`config.mk`:
```
export PLATFORM = sky130hd
export DESIGN_NAME = fifo_word_packer_flat
export DESIGN_NICKNAME = d
export VERILOG_FILES = /design/src/rtl/fifo_word_packer_if.sv /design/src/rtl/fifo_word_packer.sv /design/src/flat_wrapper.sv
export SDC_FILE = /design/constraint.sdc
export NUM_CORES = 1
export LEC_CHECK = 0
export CAP_MARGIN = 0
export CORE_MARGIN = 8
export CORE_UTILIZATION = 25
export CTS_BUF_LIST = sky130_fd_sc_hd__clkbuf_2 sky130_fd_sc_hd__clkbuf_4 sky130_fd_sc_hd__clkbuf_8
export CTS_CLUSTER_SIZE = 8
export DETAILED_ROUTE_END_ITERATION = 10
export PLACE_DENSITY = 0.58
export SYNTH_ARGS = -nofsm -noshare
export SYNTH_HDL_FRONTEND = slang
export SYNTH_SLANG_ARGS = --single-unit
```
`constraint.sdc`:
```
create_clock -name clk -period 1.6 [get_ports clk]
set_input_delay 0.24 -clock clk [delete_from_list [all_inputs] [get_ports clk]]
set_output_delay 0.24 -clock clk [all_outputs]
set_load 0.02 [all_outputs]
```
`src/rtl/fifo_word_packer_if.sv`:
```
// Stream bundle between the packer, the 8-bit FIFO read port and the 16-bit sink.
interface fifo_word_packer_if;
  logic        fifo_empty;
  logic [7:0]  fifo_data;
  logic        fifo_rd;
  logic [15:0] word_out;
  logic        word_valid;
  logic        word_ready;

  // Packer side: consumes FIFO bytes, produces words.
  modport master (
    input  fifo_empty, fifo_data, word_ready,
    output fifo_rd, word_out, word_valid
  );

  // Environment side: FIFO plus downstream sink.
  modport slave (
    output fifo_empty, fifo_data, word_ready,
    input  fifo_rd, word_out, word_valid
  );
endinterface

```
`src/rtl/fifo_word_packer.sv`:
```
// Pops byte pairs from a registered-read FIFO, packs them into 16-bit words
// and offers them on a valid/ready stream; counts accepted words.
module fifo_word_packer #(
  parameter bit FIRST_BYTE_HIGH = 1'b1
) (
  input  logic                      clk,
  input  logic                      reset,
  fifo_word_packer_if.master        bus,
  input  logic                      flush,
  output logic                      partial,
  output logic [15:0]               word_count
);

  typedef enum logic [2:0] {RD0, CAP0, RD1, CAP1, OUT} state_e;

  state_e      state_q, state_d;
  logic [15:0] word_q, word_d;
  logic        partial_q, partial_d;
  logic [15:0] word_count_q, word_count_d;
  logic        pop;
  logic        handshake;

  assign handshake = (state_q == OUT) && bus.word_ready;

  // Next-state, byte capture and pop request; flush overrides everything.
  always_comb begin
    state_d      = state_q;
    word_d       = word_q;
    partial_d    = partial_q;
    word_count_d = word_count_q;
    pop          = 1'b0;
    case (state_q)
      RD0: begin
        pop = !bus.fifo_empty;
        if (pop) state_d = CAP0;
      end
      CAP0: begin
        if (FIRST_BYTE_HIGH) word_d[15:8] = bus.fifo_data;
        else                 word_d[7:0]  = bus.fifo_data;
        partial_d = 1'b1;
        state_d   = RD1;
      end
      RD1: begin
        pop = !bus.fifo_empty;
        if (pop) state_d = CAP1;
      end
      CAP1: begin
        if (FIRST_BYTE_HIGH) word_d[7:0]  = bus.fifo_data;
        else                 word_d[15:8] = bus.fifo_data;
        partial_d = 1'b0;
        state_d   = OUT;
      end
      OUT: begin
        if (handshake) state_d = RD0;
      end
      default: state_d = RD0;
    endcase
    // A handshake coinciding with flush is still a delivered word.
    if (handshake) word_count_d = word_count_q + 16'd1;
    // Flush drops any half-built word; a byte landing this cycle is discarded.
    if (flush) begin
      pop       = 1'b0;
      state_d   = RD0;
      partial_d = 1'b0;
      word_d    = word_q;
    end
  end

  // State, word and count registers.
  always_ff @(posedge clk or negedge reset) begin
    if (!reset) begin
      state_q      <= RD0;
      word_q       <= 16'h0000;
      partial_q    <= 1'b0;
      word_count_q <= 16'h0000;
    end else begin
      state_q      <= state_d;
      word_q       <= word_d;
      partial_q    <= partial_d;
      word_count_q <= word_count_d;
    end
  end

  // Pop is gated by reset so nothing is requested while held in reset.
  assign bus.fifo_rd    = pop && reset;
  assign bus.word_out   = word_q;
  assign bus.word_valid = (state_q == OUT);
  assign partial        = partial_q;
  assign word_count     = word_count_q;

endmodule

```
`src/flat_wrapper.sv`:
```
// flat-port wrapper written by rule: the top's interface ports become plain ports
module fifo_word_packer_flat 
#(
  parameter bit FIRST_BYTE_HIGH = 1'b1
)
  (clk, reset, flush, partial, word_count, bus_fifo_empty, bus_fifo_data, bus_word_ready, bus_fifo_rd, bus_word_out, bus_word_valid);
  fifo_word_packer_if bus_i ();
  input  logic clk;
  input  logic reset;
  input  logic flush;
  output logic partial;
  output logic [15:0] word_count;
  input wire logic [$bits(bus_i.fifo_empty)-1:0] bus_fifo_empty;
  input wire logic [$bits(bus_i.fifo_data)-1:0] bus_fifo_data;
  input wire logic [$bits(bus_i.word_ready)-1:0] bus_word_ready;
  output wire logic [$bits(bus_i.fifo_rd)-1:0] bus_fifo_rd;
  output wire logic [$bits(bus_i.word_out)-1:0] bus_word_out;
  output wire logic [$bits(bus_i.word_valid)-1:0] bus_word_valid;
  assign bus_i.fifo_empty = bus_fifo_empty;
  assign bus_i.fifo_data = bus_fifo_data;
  assign bus_i.word_ready = bus_word_ready;
  assign bus_fifo_rd = bus_i.fifo_rd;
  assign bus_word_out = bus_i.word_out;
  assign bus_word_valid = bus_i.word_valid;
  fifo_word_packer #(.FIRST_BYTE_HIGH(FIRST_BYTE_HIGH)) u_core (.clk(clk), .reset(reset), .bus(bus_i), .flush(flush), .partial(partial), .word_count(word_count));
endmodule
```
==> results of run 1 <==
==> per-layer routing <==
layer  vias to the layer above  share of wire  track usage  wire length (um)
met4                         0         0.0025       0.0159                 9
met1                       513           0.42       0.0989              1530
li1                        542              -            -                 -
met5                         -              0            0                 0
met2                        43           0.41        0.123              1500
met3                         2           0.16       0.0675               579
==> cells by family after synthesis <==
kind of cell,count (synthesis),share of synthesized area
buf+inv,3,0.0122
compound gates,2,0.00651
mux,17,0.124
flops,36,0.586
simple gates,43,0.172
xor+xnor,16,0.0911
fa+ha+maj,1,0.00814
==> worst register-to-register path, stage by stage (launching register included) <==
cell and delay, ns:
dfrtp_1 0.40, buf_6 0.14, nand4bb_4 0.20, or4_4 0.47
nor2_2 0.11, xor2_1 0.15
==> cells in the mapped netlist, types with 2 or more instances <==
master / n
nand3_1: 3
nor2_1: 9
nand2b_1: 2
xnor2_1: 7
mux2_2: 17
nand4_1: 5
and2_1: 2
and3_1: 2
dfrtp_1: 36
a21oi_1: 2
xor2_1: 9
nor3_1: 4
nor3b_2: 2
nand2_1: 7
==> worst paths after layout <==
path | end | slack [ns]
worst max-delay path | u_core.word_count[13] | 0.05
worst min-delay path | u_core.bus.word_out[10] | 0.41
worst max register to register | u_core.word_count[13] | 0.05
worst min register to register | u_core.word_count[15] | 0.47
max in group asynchronous | u_core.bus.word_out[12] | 0.87
min in group clk | u_core.word_count[15] | 0.47
==> where the power goes <==
group	internal, W	switching [W]
clock network	0.000385	0.000302
logic	0.000345	0.000315
registers	0.00104	0.0000822
total	0.00177	0.000699
==> area by class of cell <==
cell class,instances,area share
Clock buffer,8,0.0418
Inverter,1,0.00161
Multi-Input combinational cell,79,0.279
Sequential cell,36,0.386
Tap cell,75,0.0402
Timing Repair Buffer,60,0.252
==> registers in the layout, summed over array words and instances (netlist names) <==
name	flops
u_core.word_count	16
u_core.bus.word_out	16
u_core.state_q	3
u_core.partial	1
==> repair_timing <==
action                     CTS  global route
setup endpoints to repair    7            30
pin swaps                    1             3
setup buffers                0             1
gates resized for setup     14            18
hold endpoints to repair     0             0
==> stage by stage <==
step	hold WS (ns)	total power (W)	util	setup TNS (ns)	setup slack (ns)
floorplan	-0.0556	0.00144	-	0	0.0314
global placement	0.434	0.00180	0.369	-2.17	-0.416
detailed placement	0.437	0.00181	0.369	-2.20	-0.424
CTS	0.427	0.00250	0.384	0	0.00340
global route	0.455	0.00260	0.394	-0.0489	-0.0273
finish	0.407	0.00247	0.394	0	0.0546
==> reports/results.ini, run 1 <==
[sta]
maxSlewHeadroom=0.691
tightest_slew_ns=0.463
drv_slew=0
finalHoldViolCount=0
period_share=0.966
fin_worst_skew_ns=0.00634
grt_setup_unrepaired=true
max_freq_mhz=647
finalSetupViolations=0
period_needed_ns=1.55

[clock_tree]
clock_sinks=36
clock_latency_ns=0.28
cts_tree=yes
htree_levels=2
cts_root_buffer=clkbuf_8
clk_pin_slew_worst_paths_ns=0.07
cts.path.max_buffers=2
cts_hold_buf=0
numCtsBuffers=5

[worst_setup_path]
crit_family=simple AND/OR/NAND/NOR gates
cp_max_fo=5
worst-path-stages=5
slowest_delay_ns=0.47
arrival_ns=1.75
cp.required_ns=1.80
path_buf_inv=1
r2r_start=u_core.state_q[0]
endpoint_kind=flip-flop
path_class=reg2reg
worst-r2r-cell-count=5
crit_chain=buf_6, nand4bb_4, or4_4, nor2_2, xor2_1
critPathSlowestCell=or4_4
startpoint=u_core.state_q[0]
start_kind=flip-flop

[synthesis]
yosys_warnings=0
synth_edf_count=0
syn_area_sq_um=1540
synthDistinctLibCells=25
syn_avg_cell_area_sq_um=13.0
yosysTopAreaCell=dfrtp_1
yosys.area.top_type_share=0.586
syn_inst=118
ys_ff_latch=36
synth_ff_type=dfrtp_1
ys_top_cells_by_area=dfrtp_1, mux2_2, xor2_1
yosysSeqAreaShare=0.586
synthesis.nets=132
ys_async_sr_fraction=1.00

[die]
io_pins=48
rows=28
die_y_um=94.4
die-area_sq_um=8920
die_x_um=94.4
core_sq_um=5920
initial_core_util=0.260

[final_layout]
antenna_cells=0
area_growth_pct=51.8
final_cell_mix=dfrtp_1, clkdlybuf4s50_1, mux2_2, buf_4
area.sequential_sq_um=901
drive_above_1_share=0.277
post-route-cell-area_sq_um=2330
n_fill_cell=570
layout_commonest_cell=dfrtp_1
instances_no_fill=259
nets=197
multiInputGateArea_sq_um=651

[detailed_routing]
remaining_drc_errors=0
via_count=1100
drtPass1Iterations=2
antenna_left=0
wl_per_cell_um=14.0
drt-total-wl_mm=3.62
drtIter0Drc=15
via_per_inst=4.25

[outcome]
outcome=complete, no violations

[worst_hold_path]
hp-class=in2async

[power]
peakVddDrop_mv=0.670
leakagePower_nw=1.18
pwr_density_cell_nw_per_um2=1060

[global_routing]
grt_pass1_vias=1204
antenna_found_initial=0
grt_overflow=0
grt_usage=0.0858
grt_pass1_wl_mm=6.00
grt_max_degree=37

[placed_design]
place.detailed.hpwl_mm=2.70
io_buffers=47
place.gp.congestion=0.709
placed_cells=250
place_area_sq_um=2180

[flow_run]
max-cap-violations=0

No activity file was read; power rests on OpenSTA's default activity.
==> run 2, diff against run 1 <==
--- a/config.mk
+++ b/config.mk
@@ -9,9 +9,11 @@
 export CORE_MARGIN = 8
 export CORE_UTILIZATION = 25
 export CTS_BUF_LIST = sky130_fd_sc_hd__clkbuf_2 sky130_fd_sc_hd__clkbuf_4 sky130_fd_sc_hd__clkbuf_8
+export CTS_CLUSTER_DIAMETER = 120
 export CTS_CLUSTER_SIZE = 8
 export DETAILED_ROUTE_END_ITERATION = 10
 export PLACE_DENSITY = 0.58
 export SYNTH_ARGS = -nofsm -noshare
 export SYNTH_HDL_FRONTEND = slang
 export SYNTH_SLANG_ARGS = --single-unit
+export TNS_END_PERCENT = 50
==> run 2 against run 1 <==
Compared with the run above:
- global-route usage increased by 0.098 points
- sequential power about the same
- hold slack improved by 0.0012 ns
- clock skew increased by 0.00089 ns
- sequential share of layout area decreased by 0.10 points
- clock power increased by 17%
- largest cell class unchanged
==> reports/results.ini, run 2 (same netlist as run 1, synthesis figures left out) <==
[outcome]
outcome=complete, no violations

[detailed_routing]
dr_wl_met2_mm=1.63  ; +9.0%
via_count=1119  ; +1.7%
antenna_left=0  ; unchanged
drt-met1-wl_mm=1.49  ; -2.7%
via_per_inst=4.30  ; +1.3%
drt-total-wl_mm=3.67  ; +1.3%
drtPass1Iterations=3  ; +1
wl_per_cell_um=14.1  ; +0.94%
remaining_drc_errors=0  ; unchanged
top_layer=met4
dr_wl_met3_um=519  ; -10%
drtIter0Drc=29  ; +14

[placed_design]
place.gp.congestion=0.670  ; -5.5%
io_buffers=47  ; unchanged
place.detailed.hpwl_mm=2.73  ; +1.4%
placed_cells=252  ; +0.80%

[sta]
period_needed_ns=1.57  ; +0.0209 ns
grt_setup_unrepaired=true
max_freq_mhz=638  ; -1.3%
drv_slew=0  ; unchanged
maxSlewHeadroom=0.685  ; -0.00587
finalSetupViolations=0  ; unchanged
finalHoldViolCount=0  ; unchanged
period_share=0.979  ; +0.0131
tightest_slew_ns=0.472  ; +0.00881 ns
fin_worst_skew_ns=0.00722  ; +0.000887 ns
whs_ns=0.408  ; +0.00122 ns

[final_layout]
nets=198  ; +0.51%
area_growth_pct=52.2
final_cell_mix=dfrtp_1, clkdlybuf4s50_1, mux2_2, buf_4
n_fill_cell=593  ; +4.0%
layout_commonest_cell=dfrtp_1
drive_above_1_share=0.292  ; +0.0147
antenna_cells=0  ; unchanged
instances_no_fill=260  ; +0.39%

[clock_tree]
cts.path.max_buffers=2  ; unchanged
numCtsBuffers=5  ; unchanged
clk_pin_slew_worst_paths_ns=0.07  ; about the same
htree_levels=2  ; unchanged
clock_sinks=36  ; unchanged
clock_latency_ns=0.28  ; about the same
cts_root_buffer=clkbuf_8
cts_tree=yes
post_cts_buffers=0  ; unchanged

[worst_setup_path]
cp.required_ns=1.77  ; -0.03 ns
slowest_delay_ns=0.40  ; -0.07 ns
endpoint_kind=flip-flop
path_class=reg2reg
start_kind=flip-flop
worst-r2r-cell-count=5  ; unchanged
crit_family=flip-flops
critPathSlowestCell=dfrtp_1
worst-path-stages=5  ; unchanged
crit_chain=buf_4, nand2b_1, nor3b_2, buf_6, mux2_2
r2r-end=u_core.bus.word_out[1]
crit_end=u_core.bus.word_out[1]
r2r_slack_ns=0.03  ; -0.02 ns
cp_max_fo=8  ; +3
r2r_start=u_core.state_q[2]
startpoint=u_core.state_q[2]
path_buf_inv=2  ; +1
arrival_ns=1.74  ; about the same

[power]
p_comb_frac=0.256  ; -0.011
pwr_density_cell_nw_per_um2=1100  ; +4.2%
pwr-share-seq=0.433  ; -0.021
netSwitchingFraction=0.277  ; -0.00576
internal_power_w=0.00186  ; +5.3%
switching_power_w=0.000715  ; +2.3%
clock_power_share=0.311  ; +0.033
leakagePower_nw=1.13  ; -4.1%
power_w=0.00258  ; +4.4%
peakVddDrop_mv=0.613  ; -8.6%

[die]
io_pins=48  ; unchanged
core_sq_um=5920  ; unchanged
rows=28  ; unchanged
die-area_sq_um=8920  ; unchanged
die_y_um=94.4  ; unchanged
die_x_um=94.4  ; unchanged
initial_core_util=0.260  ; unchanged

[global_routing]
grt_pass1_vias=1284  ; +6.6%
antenna_found_initial=0  ; unchanged
grt_pass1_wl_mm=6.11  ; +2.0%
grt_usage=0.0868  ; +0.000981
grt_overflow=0  ; unchanged
grt_max_degree=37  ; unchanged

[worst_hold_path]
hp-class=in2async

[flow_run]
max-cap-violations=0  ; unchanged

[run 2: how the worst min path moves through the flow]
stage                     cells after the start               from                       to
after floorplan                               0              reset   u_core.bus.word_out[0]
after global routing                          2              reset  u_core.bus.word_out[11]
after detailed placement                      1  u_core.state_q[0]        u_core.state_q[0]
after CTS                                     2              reset        u_core.state_q[2]
after global placement                        1  u_core.state_q[0]        u_core.state_q[0]
final                                         2              reset  u_core.bus.word_out[11]
[run 2: layout make-up]
cell class | instances | area [sq um] | area share
sequential | 36 | 901 | 0.385
clock inverter | 2 | 35.0 | 0.0150
timing repair buffer | 61 | 576 | 0.246
multi-input combinational | 79 | 656 | 0.280
inverter | 1 | 3.75 | 0.00160
clock buffer | 6 | 76.3 | 0.0326
tap | 75 | 93.8 | 0.0401
[run 2: repair_timing]
item,4_1_cts,5_1_grt
setup endpoints to repair,13,28
gates resized for setup,17,15
gates cloned,0,0
hold buffers,0,0
pin swaps,2,3
[run 2: power groups by stage]
stage                     combinational, W  sequential [W]  clock, W
after CTS                         0.000665         0.00112  0.000834
after detailed placement          0.000672         0.00113         0
final                             0.000659         0.00112  0.000802
after global placement            0.000674         0.00113         0
after floorplan                   0.000149         0.00129         0
after global routing              0.000701         0.00114  0.000873
[run 2: worst reg2reg max path, cell delays in order, from the launching register on]
cell and delay, ns:
dfrtp_1 0.40, buf_4 0.16, nand2b_1 0.19, nor3b_2 0.19
buf_6 0.17, mux2_2 0.34
[run 2: per-stage QoR]
step | utilization | setup TNS, ns | area (sq um) | setup slack (ns)
4_1_cts | 0.389 | 0 | 2300 | 0.00843
5_1_grt | 0.395 | -0.521 | 2340 | -0.0455
2_1_floorplan | - | -0.0186 | 1540 | -0.0103
3_5_place_dp | 0.371 | -2.77 | 2200 | -0.424
3_3_place_gp | 0.371 | -2.82 | 2200 | -0.411
6_report | 0.395 | 0 | 2340 | 0.0337
[run 2: layer usage]
metal / GRT usage / vias up
met3: 0.0643 / 4
met2: 0.138 / 38
met4: 0.0198 / 0
li1: - / 538
met1: 0.0898 / 539
met5: 0 / -
==> run 3, diff against run 2 <==
--- a/config.mk
+++ b/config.mk
@@ -13,6 +13,7 @@
 export CTS_CLUSTER_SIZE = 8
 export DETAILED_ROUTE_END_ITERATION = 10
 export PLACE_DENSITY = 0.58
+export SLEW_MARGIN = 15
 export SYNTH_ARGS = -nofsm -noshare
 export SYNTH_HDL_FRONTEND = slang
 export SYNTH_SLANG_ARGS = --single-unit
==> results of run 3 <==
Final layout, timing and power as in run 2 (identical DEF).
